## config.mk

```make
export PLATFORM = sky130hd
export DESIGN_NAME = enemy_wave_scheduler
export DESIGN_NICKNAME = d
export VERILOG_FILES = /design/src/rtl/enemy_wave_scheduler.sv
export SDC_FILE = /design/constraint.sdc
export NUM_CORES = 1
export LEC_CHECK = 0
export CAP_MARGIN = 20
export CORE_MARGIN = 3
export CORE_UTILIZATION = 50
export DETAILED_ROUTE_END_ITERATION = 10
export MAX_ROUTING_LAYER = met4
export PLACE_DENSITY = 0.76
export SLEW_MARGIN = 20
export SYNTH_ARGS = -nofsm -noshare
export SYNTH_HDL_FRONTEND = slang
export SYNTH_SLANG_ARGS = --single-unit
```

## constraint.sdc

```tcl
create_clock -name frame_clk -period 2.8 [get_ports frame_clk]
set_clock_uncertainty 0.2 [all_clocks]
set_input_delay 0.84 -clock frame_clk [delete_from_list [all_inputs] [get_ports frame_clk]]
set_output_delay 0.84 -clock frame_clk [all_outputs]
set_load 0.01 [all_outputs]
```

## src/rtl/enemy_wave_scheduler.sv

```systemverilog
// Per-frame spawn/retire sequencer for a pool of enemy sprite slots.
// Tracks wave progression, kill count and end of game (escape or final wave cleared).
module enemy_wave_scheduler #(
  parameter int NUM_SLOTS = 4,
  parameter int WAVE_SIZE = 8,
  parameter int MAX_WAVE  = 15,
  parameter int SPAWN_GAP = 60,
  parameter int CLEAR_GAP = 120,
  parameter int X_BASE    = 64,
  parameter int X_STEP    = 128
) (
  input  logic                 Reset,
  input  logic                 frame_clk,
  input  logic                 start,
  input  logic [NUM_SLOTS-1:0] hit,
  input  logic [NUM_SLOTS-1:0] escaped,
  output logic [NUM_SLOTS-1:0] slot_active,
  output logic [NUM_SLOTS-1:0] slot_spawn,
  output logic [9:0]           spawn_x,
  output logic [3:0]           wave,
  output logic [7:0]           kills,
  output logic                 game_over,
  output logic                 win
);
  typedef enum logic [1:0] {IDLE, RUN, CLEAR, OVER} state_t;

  localparam logic [15:0] SPAWN_RELOAD = 16'(SPAWN_GAP - 1);
  localparam logic [15:0] CLEAR_RELOAD = 16'(CLEAR_GAP - 1);
  localparam logic [15:0] WAVE_TOTAL   = 16'(WAVE_SIZE);
  localparam logic [3:0]  LAST_WAVE    = 4'(MAX_WAVE);
  localparam logic [2:0]  LAST_LANE    = 3'(NUM_SLOTS - 1);

  state_t state_reg, state_next;
  logic [15:0] gap_reg, gap_next;
  logic [15:0] spawned_reg, spawned_next;
  logic [2:0]  lane_reg, lane_next;
  logic [NUM_SLOTS-1:0] slot_active_next, slot_spawn_next;
  logic [9:0]  spawn_x_next;
  logic [3:0]  wave_next;
  logic [7:0]  kills_next;
  logic        game_over_next, win_next;

  logic [NUM_SLOTS-1:0] free_mask, pick, kill_mask, esc_mask;
  logic [3:0] kill_cnt;
  logic [8:0] kill_sum;
  logic [9:0] lane_x;
  logic       gap_zero, can_spawn, wave_done, escape;

  // Hit beats escape on the same slot; inactive slots never retire.
  genvar gi;
  generate
    for (gi = 0; gi < NUM_SLOTS; gi++) begin : g_retire
      assign kill_mask[gi] = hit[gi] & slot_active[gi];
      assign esc_mask[gi]  = escaped[gi] & slot_active[gi] & ~hit[gi];
    end
  endgenerate

  // Free search uses the registered mask, so a slot retired this frame is reusable next frame.
  assign free_mask = ~slot_active;
  assign pick      = free_mask & (~free_mask + NUM_SLOTS'(1));
  assign gap_zero  = (gap_reg == 16'd0);
  assign can_spawn = gap_zero && (spawned_reg < WAVE_TOTAL) && (|free_mask);
  assign wave_done = (spawned_reg == WAVE_TOTAL) && (slot_active == '0);
  assign escape    = |esc_mask;
  assign lane_x    = 10'(X_BASE + X_STEP * int'(lane_reg));

  always_comb begin
    kill_cnt = 4'd0;
    for (int i = 0; i < NUM_SLOTS; i++) kill_cnt = kill_cnt + 4'(kill_mask[i]);
  end
  assign kill_sum = {1'b0, kills} + {5'b0, kill_cnt};

  always_ff @(posedge frame_clk or posedge Reset) begin
    if (Reset) state_reg <= IDLE;
    else       state_reg <= state_next;
  end

  always_comb begin
    state_next = state_reg;
    unique case (state_reg)
      IDLE, OVER: if (start) state_next = RUN;
      RUN: begin
        if (escape)         state_next = OVER;
        else if (wave_done) state_next = CLEAR;
      end
      CLEAR: if (gap_zero) state_next = (wave == LAST_WAVE) ? OVER : RUN;
      default: state_next = IDLE;
    endcase
  end

  always_comb begin
    gap_next         = gap_reg;
    spawned_next     = spawned_reg;
    lane_next        = lane_reg;
    slot_active_next = slot_active;
    slot_spawn_next  = '0;
    spawn_x_next     = spawn_x;
    wave_next        = wave;
    kills_next       = kills;
    game_over_next   = game_over;
    win_next         = win;
    unique case (state_reg)
      IDLE, OVER: begin
        slot_active_next = '0;
        if (start) begin
          wave_next      = 4'd1;
          kills_next     = 8'd0;
          spawned_next   = 16'd0;
          lane_next      = 3'd0;
          gap_next       = SPAWN_RELOAD;
          game_over_next = 1'b0;
          win_next       = 1'b0;
        end
      end
      RUN: begin
        kills_next       = kill_sum[8] ? 8'hFF : kill_sum[7:0];
        slot_active_next = slot_active & ~kill_mask;
        if (escape) begin
          game_over_next   = 1'b1;
          slot_active_next = '0;
        end else if (wave_done) begin
          gap_next = CLEAR_RELOAD;
        end else if (can_spawn) begin
          slot_spawn_next  = pick;
          slot_active_next = slot_active_next | pick;
          spawn_x_next     = lane_x;
          lane_next        = (lane_reg == LAST_LANE) ? 3'd0 : lane_reg + 3'd1;
          spawned_next     = spawned_reg + 16'd1;
          gap_next         = SPAWN_RELOAD;
        end else if (!gap_zero) begin
          gap_next = gap_reg - 16'd1;
        end
      end
      CLEAR: begin
        if (gap_zero) begin
          if (wave == LAST_WAVE) begin
            win_next = 1'b1;
          end else begin
            wave_next    = wave + 4'd1;
            spawned_next = 16'd0;
            gap_next     = SPAWN_RELOAD;
          end
        end else begin
          gap_next = gap_reg - 16'd1;
        end
      end
      default: ;
    endcase
  end

  always_ff @(posedge frame_clk or posedge Reset) begin
    if (Reset) begin
      gap_reg     <= '0;
      spawned_reg <= '0;
      lane_reg    <= '0;
      slot_active <= '0;
      slot_spawn  <= '0;
      spawn_x     <= '0;
      wave        <= '0;
      kills       <= '0;
      game_over   <= 1'b0;
      win         <= 1'b0;
    end else begin
      gap_reg     <= gap_next;
      spawned_reg <= spawned_next;
      lane_reg    <= lane_next;
      slot_active <= slot_active_next;
      slot_spawn  <= slot_spawn_next;
      spawn_x     <= spawn_x_next;
      wave        <= wave_next;
      kills       <= kills_next;
      game_over   <= game_over_next;
      win         <= win_next;
    end
  end
endmodule
```

==> run_results.csv, run 1 <==
group,metric,value,unit
detailed_routing,drt_iter0_markers,204,
detailed_routing,ant_nets,0,
global_route,track_usage,0.2146,
final_layout,diodes,0,
clocking,clk_pin_slew_worst_paths,0.08,ns
final_layout,nets,480,
synth,ys_seq_elements,63,
synth,syn-mean-instance-area,9.216,µm²
synth,synth_edf_count,0,
detailed_routing,avgRoutedWirePerCell,14.69,µm
global_route,grt_max_degree,64,
placed_design,place_congestion,0.8968,
clocking,cts_buffer_depth,2,
floorplanning,initial_core_util,0.5345,
status,status,"finished, violations left",
detailed_routing,routed_wirelength,8.155,mm
worst_setup_path,r2r_start,"gap_reg[0]",
clocking,clk_latency,0.35,ns
detailed_routing,vias,3156,
timing,hold_ws,0.2715,ns
clocking,cts_tree,"built",
timing,hold_viol,0,
clocking,cts_max_level,3,
worst_setup_path,cp.depth,12,
power,power,3579,µW
worst_setup_path,end_kind,"register",
worst_setup_path,r2r_slack,0.10,ns
synth,synth_flop_cell,"dfrtp_1",
timing,rsz0062_at_grt,"yes",
final_layout,final_cells,555,
worst_setup_path,crit_path_end,"kills[3]",
detailed_routing,drc,0,
floorplanning,die_y,90.02,µm
timing,setup-violations-final,1,
timing,tightest_slew,0.5682,ns
placed_design,portBuffers,36,
clocking,ctsHoldBuffers,0,
synth,yosysUniqueCellTypes,60,
power,ir_drop,0.0004984,V
synth,synthesis.area,0.003530,mm²
worst_setup_path,r2r-end,"spawned_reg[2]",
timing,maxSlewHeadroom,0.6177,
hold_path,holdCritPathClass,"reg -> reg",
timing,max_freq,356.6,MHz
timing,worst_slack,-0.004470,ns
global_route,antenna_found_initial,0,
global_route,overflow,0,
status,violations,"negative setup slack",
final_layout,drive_gt1_frac,0.2013,
floorplanning,die_w,90.02,µm
worst_setup_path,critPathBufInv,3,
timing,min_period_over_period,1.002,
final_layout,area_growth,27.90,%
worst_setup_path,crit_fanout,3,
timing,drv_slew,0,
floorplanning,dieArea,0.008104,mm²
worst_setup_path,path_cells,"buf_6, and2_4, fa_1, inv_2, fa_2, inv_2, fa_2, and3_4, nand3_4, a21oi_2, nor2_1, a211oi_2",
timing,period_needed,2.804,ns
synth,synthCells,383,
power,powerDensity,792.8,mW/mm²
synth,ys_seq_area_frac,0.4467,
floorplanning,row_count,29,
clocking,root_buffer,"clkbuf_8",
worst_setup_path,r2r_cells,8,
placed_design,dp_hpwl,5.770,mm
worst_setup_path,start_kind,"primary input",
worst_setup_path,criticalPathCategory,"in -> reg",
floorplanning,core,0.006604,mm²
synth,yosys_warnings,0,
worst_setup_path,worstSetupStartpoint,"hit[0]",
global_route,grt_pass1_vias,3048,
hold_path,min_path_cells,2,
clocking,cts_buffers,9,
synth,synthArstFlopShare,1.000,
worst_setup_path,crit_arrival,2.88,ns
detailed_routing,avgViaCountPerCell,5.686,
final_layout,fill_cells,525,
power,p_leak,0.001985,µW
worst_setup_path,cpPeakStageDelay,0.51,ns
clocking,numClockSinks,63,
placed_design,placed_cells,536,
global_route,grt_pass1_wl,13.90,mm
worst_setup_path,crit_required,2.87,ns
run,maxCapViolCount,0,
detailed_routing,dr.pass1.iters,4,
worst_setup_path,cpMaxStageDelayCell,"fa_1",
floorplanning,ios,43,
worst_setup_path,critPathTopFamily,"adder cells",
==> layout by cell type (no fill, tap or decap), types with 4 or more instances in the layout <==
cell	instances
a21oi_1	20
a22o_1	4
a22oi_1	6
a31oi_1	7
and2_1	14
and3_1	5
buf_4	39
clkbuf_8	10
clkdlybuf4s50_1	34
conb_1	6
dfrtp_1	63
ha_1	9
inv_1	11
inv_2	5
nand2_1	43
nand2b_1	6
nand3_1	14
nor2_1	29
nor2b_1	4
nor3_1	11
nor4_1	6
o21ai_0	19
o21bai_1	4
o22ai_1	5
o31ai_1	7
or3_1	4
==> how the worst min path moves through the flow <==
| stage | slack, ns | from | endpoint |
|---|---|---|---|
| finish | 0.27 | spawn_x[7] | spawn_x[7] |
| global placement | 0.25 | spawn_x[7] | spawn_x[7] |
| detailed placement | 0.26 | spawn_x[7] | spawn_x[7] |
| CTS | 0.27 | spawn_x[7] | spawn_x[7] |
| global route | 0.31 | spawned_reg[9] | spawned_reg[9] |
| floorplan | 0.25 | spawned_reg[11] | spawned_reg[11] |
==> cell families after synthesis <==
kind of cell | after synthesis | synth area share
other | 1 | 0.001062
xor gates and xnor gates | 2 | 0.004964
adders and majority gates | 12 | 0.04892
AOI/OAI and AO/OA | 102 | 0.1850
and+or+nand+nor | 164 | 0.2566
DFF | 63 | 0.4466
muxes | 4 | 0.01241
buffers and inverters | 35 | 0.04431
==> repair_timing <==
item,4_1_cts,5_1_grt
setup endpoints to repair,8,27
gates resized for setup,15,8
cloned,0,0
pin swaps,9,4
buffers inserted,1,2
==> per-layer routing <==
metal / part of all wire / routed length [µm] / GRT usage
met5: 0 / 0 / -
met4: 0.019 / 157 / 0.1046
met3: 0.057 / 461 / 0.04591
met2: 0.47 / 3839 / 0.3311
met1: 0.45 / 3697 / 0.2695
==> per-stage QoR <==
stage                     utilization  instance area, µm²  setup slack, ns   TNS [ns]
after floorplan                     -                3591          -0.2473    -0.9537
after detailed placement       0.6465                4269          -0.7778     -9.895
after global routing           0.6836                4514          -0.1007    -0.4344
after CTS                      0.6770                4471         0.006970          0
final                          0.6836                4514        -0.004470  -0.004470
after global placement         0.6465                4269          -0.7520     -10.06
==> cell usage after synthesis, types with 5 or more instances <==
master | count | share of area
a31oi_1 | 7 | 0.012
nor3_1 | 13 | 0.018
inv_1 | 15 | 0.016
nor4_1 | 6 | 0.011
clkbuf_1 | 10 | 0.011
nand2b_1 | 6 | 0.011
a21oi_1 | 23 | 0.033
o21ai_0 | 22 | 0.031
o31ai_1 | 7 | 0.015
ha_1 | 9 | 0.032
and3_1 | 7 | 0.012
o22ai_1 | 5 | 0.0089
buf_4 | 6 | 0.013
nand3_1 | 15 | 0.021
and2_1 | 16 | 0.028
a22oi_1 | 6 | 0.013
nor2_1 | 29 | 0.031
dfrtp_1 | 63 | 0.45
nand2_1 | 43 | 0.046
==> power breakdown <==
part	total (µW)	internal [µW]	switching, µW	leakage (µW)
sequential	1130	1020	113	0.000852
clock	710	343	367	0.0000853
combinational	1730	708	1030	0.00105
==> worst register-to-register path, delay by kind of cell, from the launching register on <==
kind	cells	cell delay (ns)
simple gates	5	1.66
flops	1	0.42
fa+ha+maj	1	0.15
compound gates	1	0.13
buf+inv	1	0.07
==> cell type report <==
cell class                      instances  area, µm²  share of cell area
Multi-Input combinational cell        290       1906              0.4221
Sequential cell                        63       1577              0.3492
Timing Repair Buffer                   77      680.7              0.1508
Clock buffer                           11      141.4             0.03132
Tap cell                               93      116.4             0.02578
Inverter                               16      60.06             0.01330
Clock inverter                          5      33.78            0.007483
Note: power is estimated with default switching activity, not from simulation.
==> inputs of run 2 (changes only) <==
Settings changed: CAP_MARGIN 20 to 0, PLACE_DENSITY 0.76 to 0.79.
==> run 2 against run 1 <==
Net effect: the flow still finishes with violations (negative setup slack); sequential share of layout area fell by 0.068 points; sequential power barely moved; utilization is 0.13 points higher; maximum frequency shrank 1.9%; cell count down 0.72%; combinational power about the same; clock power rose by 11%; first-iteration DRC count is 13% higher; hold slack worse by 0.0023 ns; flip-flop and latch count did not move; die area is the same; highest routed layer unchanged.
==> run_results.csv, run 2 (same netlist as run 1, synthesis figures left out) <==
group,metric,value,unit
status,status,"finished, violations left",
status,violations,"negative setup slack",
detailed_routing,routed_wirelength,8.381,mm
clocking,numClockSinks,63,
detailed_routing,avgRoutedWirePerCell,15.21,µm
detailed_routing,dr.pass1.iters,5,
final_layout,drive_gt1_frac,0.2009,
timing,drv_slew,0,
worst_setup_path,crit_required,2.85,ns
floorplanning,die_w,90.02,µm
floorplanning,core,0.006604,mm²
final_layout,layout_common_cells,"dfrtp_1 (63), nand2_1 (43), buf_4 (37)",
global_route,grt_pass1_wl,14.25,mm
worst_setup_path,start_kind,"primary input",
hold_path,min_from,"spawn_x[6]",
global_route,track_usage,0.2165,
floorplanning,dieArea,0.008104,mm²
hold_path,min_path_cells,1,
worst_setup_path,r2r_slack,0.12,ns
detailed_routing,avgViaCountPerCell,5.759,
final_layout,area_growth,28.15,%
floorplanning,die_y,90.02,µm
timing,tightest_slew,0.5726,ns
power,power_frac_clock,0.217,
run,maxCapViolCount,0,
timing,tns,-0.1977,ns
global_route,grt_pass1_vias,3086,
detailed_routing,drc,0,
timing,hold_ws,0.2692,ns
clocking,cts_max_level,3,
worst_setup_path,crit_arrival,2.91,ns
global_route,antenna_found_initial,0,
power,p_int,2146,µW
worst_setup_path,end_kind,"register",
clocking,cts_buffers,9,
final_layout,fin_area,0.004523,mm²
timing,rsz0062_at_grt,"yes",
hold_path,hold_end,"spawn_x[6]",
power,pwr-share-seq,0.310,
final_layout,nets,477,
floorplanning,ios,43,
detailed_routing,drt_iter0_markers,230,
power,power_switching,1503,µW
clocking,cts_tree,"built",
worst_setup_path,r2r-end,"gap_reg[2]",
final_layout,diodes,0,
power,p_leak,0.001992,µW
worst_setup_path,r2r_cells,8,
timing,setup-violations-final,5,
global_route,overflow,0,
placed_design,dp_hpwl,5.927,mm
timing,min_period_over_period,1.021,
clocking,cts_buffer_depth,2,
power,powerDensity,806.7,mW/mm²
detailed_routing,ant_nets,0,
timing,maxSlewHeadroom,0.6148,
clocking,clk_latency,0.34,ns
clocking,root_buffer,"clkbuf_8",
final_layout,fin_util,0.6849,
power,switching_share,0.4120,
detailed_routing,vias,3173,
worst_setup_path,r2r_start,"gap_reg[0]",
placed_design,place_congestion,0.8478,
floorplanning,initial_core_util,0.5345,
worst_setup_path,criticalPathCategory,"in -> reg",
placed_design,portBuffers,36,
timing,period_needed,2.860,ns
hold_path,holdCritPathClass,"reg -> reg",
power,comb_power_share,0.473,
timing,worst_slack,-0.05989,ns
global_route,grt_max_degree,64,
placed_design,dpl_cell_area,0.004262,mm²
timing,max_freq,349.7,MHz
final_layout,final_common_cell,"dfrtp_1",
worst_setup_path,crit_fanout,3,
power,ir_drop,0.0005709,V
floorplanning,row_count,29,
clocking,clk_pin_slew_worst_paths,0.08,ns
timing,hold_viol,0,
==> run 2: final cells by class <==
class	instances	area, µm²
clock buffer	10	137.6
multi-input combinational	290	1919
fill	547	2081
inverter	16	60.06
tap	93	116.4
timing repair buffer	74	654.4
sequential	63	1577
clock inverter	5	58.81
==> run 2: metal layers <==
metal  share of wire  track usage
met1            0.47       0.2885
met4           0.016      0.07270
met2            0.47       0.3335
met3           0.044      0.04257
met5               0            -
==> run 2: what timing repair did <==
action,4_1_cts,5_1_grt
pin swaps,8,3
hold buffers,0,0
resized for setup,13,12
buffers inserted,0,1
cloned,0,0
setup endpoints to repair,8,34
==> run 2: worst max path at each step <==
stage,startpoint,endpoint,slack [ns],cells after the start
6_report,hit[0],kills[5],-0.06,11
3_5_place_dp,hit[2],kills[3],-0.80,11
2_1_floorplan,hit[2],kills[3],-0.25,10
4_1_cts,hit[0],kills[5],-0.04,11
5_1_grt,hit[0],kills[5],-0.13,12
3_3_place_gp,hit[2],kills[3],-0.75,11
==> run 2: power groups by stage <==
| stage | combinational (µW) | clock, µW | sequential [µW] |
|---|---|---|---|
| after floorplan | 1130 | 0 | 1140 |
| after global placement | 1610 | 0 | 1140 |
| after detailed placement | 1680 | 0 | 1140 |
| after CTS | 1690 | 809 | 1130 |
| after global routing | 1920 | 852 | 1140 |
| final | 1730 | 791 | 1130 |
==> run 2: metrics by stage <==
stage | worst slack (ns) | cells | total power (µW)
finish | -0.05989 | 551 | 3649
global placement | -0.7525 | 535 | 2752
floorplan | -0.2473 | 388 | 2265
global route | -0.1266 | 551 | 3916
CTS | -0.04242 | 550 | 3627
detailed placement | -0.7965 | 535 | 2821
==> run 2: critical path, stage by stage <==
cell	delay (ns)
buf_6	0.09
and2_4	0.13
fa_1	0.52
inv_2	0.04
fa_2	0.37
inv_2	0.07
fa_2	0.19
and3_4	0.21
and3_4	0.22
nor3_4	0.05
a211oi_2	0.18
==> inputs of run 3 (changes only) <==
Settings changed: CORE_UTILIZATION 50 to 56, PLACE_DENSITY 0.79 to 0.83.
Clock period 2.8 ns to 3.12 ns, I/O delays scaled along.
==> run 3 against run 2 <==
Net effect: the flow now finishes without violations; combinational power fell by 17%; hold slack gained 0.0067 ns; clock power down 20%; first-iteration DRC count fell by 24%; global-route usage grew 3.1 points; critical path type unchanged; critical endpoint unchanged; largest power group unchanged; highest routed layer unchanged.
==> run_results.csv, run 3 (same netlist as run 1, synthesis figures left out) <==
group,metric,value,unit
final_layout,fill_cells,441,
floorplanning,die_w,85.39,µm
detailed_routing,met3WireLength,341,µm
final_layout,fin_util,0.7174,
worst_setup_path,crit_fanout,4,
global_route,track_usage,0.2475,
timing,maxSlewHeadroom,0.5135,
timing,drv_slew,0,
worst_setup_path,worstSetupStartpoint,"hit[2]",
placed_design,place_congestion,0.8654,
detailed_routing,routed_wirelength,8.233,mm
worst_setup_path,r2r_cells,8,
worst_setup_path,crit_required,3.17,ns
timing,period_needed,3.000,ns
final_layout,area_growth,22.47,%
worst_setup_path,start_kind,"primary input",
final_layout,nets,464,
placed_design,place_ws,-0.5889,ns
worst_setup_path,criticalPathCategory,"in -> reg",
floorplanning,ios,43,
floorplanning,die_y,85.39,µm
detailed_routing,wl_met1,3.880,mm
detailed_routing,drc,0,
clocking,cts_buffer_depth,2,
detailed_routing,avgRoutedWirePerCell,15.80,µm
final_layout,layout_common_cells,"dfrtp_1 (63), nand2_1 (43), clkdlybuf4s50_1 (34)",
power,powerDensity,716.5,mW/mm²
final_layout,final_common_cell,"dfrtp_1",
clocking,numClockSinks,63,
timing,worst_slack,0.1201,ns
clocking,cts_max_level,3,
worst_setup_path,crit_path_end,"kills[5]",
worst_setup_path,r2r-end,"gap_reg[2]",
timing,hold_ws,0.2759,ns
clocking,cts_tree,"built",
timing,min_period_over_period,0.9615,
global_route,grt_pass1_wl,14.12,mm
timing,max_freq,333.3,MHz
timing,hold_viol,0,
detailed_routing,ant_nets,0,
clocking,cts_buffers,9,
detailed_routing,drt_iter0_markers,175,
global_route,overflow,0,
global_route,antenna_found_initial,0,
timing,rsz0062_at_grt,"yes",
global_route,grt_max_degree,64,
power,ir_drop,0.0004603,V
floorplanning,initial_core_util,0.5858,
run,maxCapViolCount,0,
global_route,grt_pass1_vias,3032,
placed_design,dp_hpwl,5.848,mm
clocking,clk_latency,0.34,ns
status,status,"completed",
detailed_routing,vias,3104,
worst_setup_path,end_kind,"register",
worst_setup_path,r2r_start,"gap_reg[0]",
detailed_routing,dr.pass1.iters,5,
floorplanning,core,0.006026,mm²
clocking,root_buffer,"clkbuf_8",
detailed_routing,highest_layer,"met4",
worst_setup_path,crit_arrival,3.05,ns
clocking,post_cts_buffers,0,
power,p_leak,0.001895,µW
detailed_routing,wl_met2,3.888,mm
detailed_routing,avgViaCountPerCell,5.958,
clocking,ctsHoldBuffers,0,
timing,tightest_slew,0.7222,ns
floorplanning,row_count,28,
hold_path,holdCritPathClass,"reg -> reg",
timing,tns,0,ns
timing,setup-violations-final,0,
placed_design,portBuffers,36,
final_layout,drive_gt1_frac,0.1547,
floorplanning,dieArea,0.007291,mm²
clocking,clk_pin_slew_worst_paths,0.07,ns
worst_setup_path,r2r_slack,0.15,ns
final_layout,diodes,0,
run 3: cell types whose count changed in the layout (fill, tap and decap cells not counted), moves of 2 or more:
cell | before | now
o21ai_0 | 18 | 21
o21ai_1 | 6 | 2
a211oi_2 | 2 | 0
a21oi_1 | 20 | 22
a211oi_1 | 2 | 4
buf_4 | 37 | 24
nor3_1 | 10 | 12
a21oi_2 | 3 | 1
run 3: power by group:
part           internal [µW]  leakage (µW)  total, µW  switching, µW
Sequential               917      0.000852       1020            107
Combinational            553      0.000958       1440            889
Clock                    308     0.0000853        632            324
run 3: layout make-up:
class,count,area (µm²),share of cell area
clock buffers,11,141.4,0.03271
flip-flops and latches,63,1577,0.3647
well taps,75,93.84,0.02171
repair buffers,61,556.8,0.1288
multi-input cells,290,1861,0.4304
inverters,16,60.06,0.01389
clock inverters,5,33.78,0.007815
run 3: repair_timing:
action,4_1_cts,5_1_grt
endpoints found under the setup margin,8,8
resized for setup,4,6
pin swaps,7,5
run 3: per-stage QoR:
stage / cells / total power (µW) / instance area, µm²
floorplan: 388 / 2030 / 3587
global placement: 505 / 2390 / 4145
detailed placement: 505 / 2455 / 4145
CTS: 521 / 3098 / 4320
global route: 521 / 3320 / 4323
finish: 521 / 3097 / 4323
run 3: worst min-delay path by stage:
stage,startpoint,end,depth (start not counted)
2_1_floorplan,spawned_reg[11],spawned_reg[11],1
3_3_place_gp,spawn_x[8],spawn_x[8],2
3_5_place_dp,spawn_x[6],spawn_x[6],1
4_1_cts,spawn_x[6],spawn_x[6],1
5_1_grt,spawn_x[6],spawn_x[6],1
6_report,spawn_x[8],spawn_x[8],2
run 3: layer usage:
layer | GRT usage | up-vias
li1 | - | 1488
met1 | 0.3208 | 1514
met2 | 0.3948 | 88
met3 | 0.03786 | 14
met4 | 0.09065 | 0
met5 | - | -
run 3: critical path, cell delays in order:
cell and delay, ns:
buf_6 0.09, and2_4 0.15, fa_1 0.52, inv_2 0.04
fa_2 0.34, inv_2 0.07, fa_2 0.19, and3_4 0.21
nand3_4 0.10, o21ai_2 0.08, a31oi_1 0.09, a211oi_1 0.23
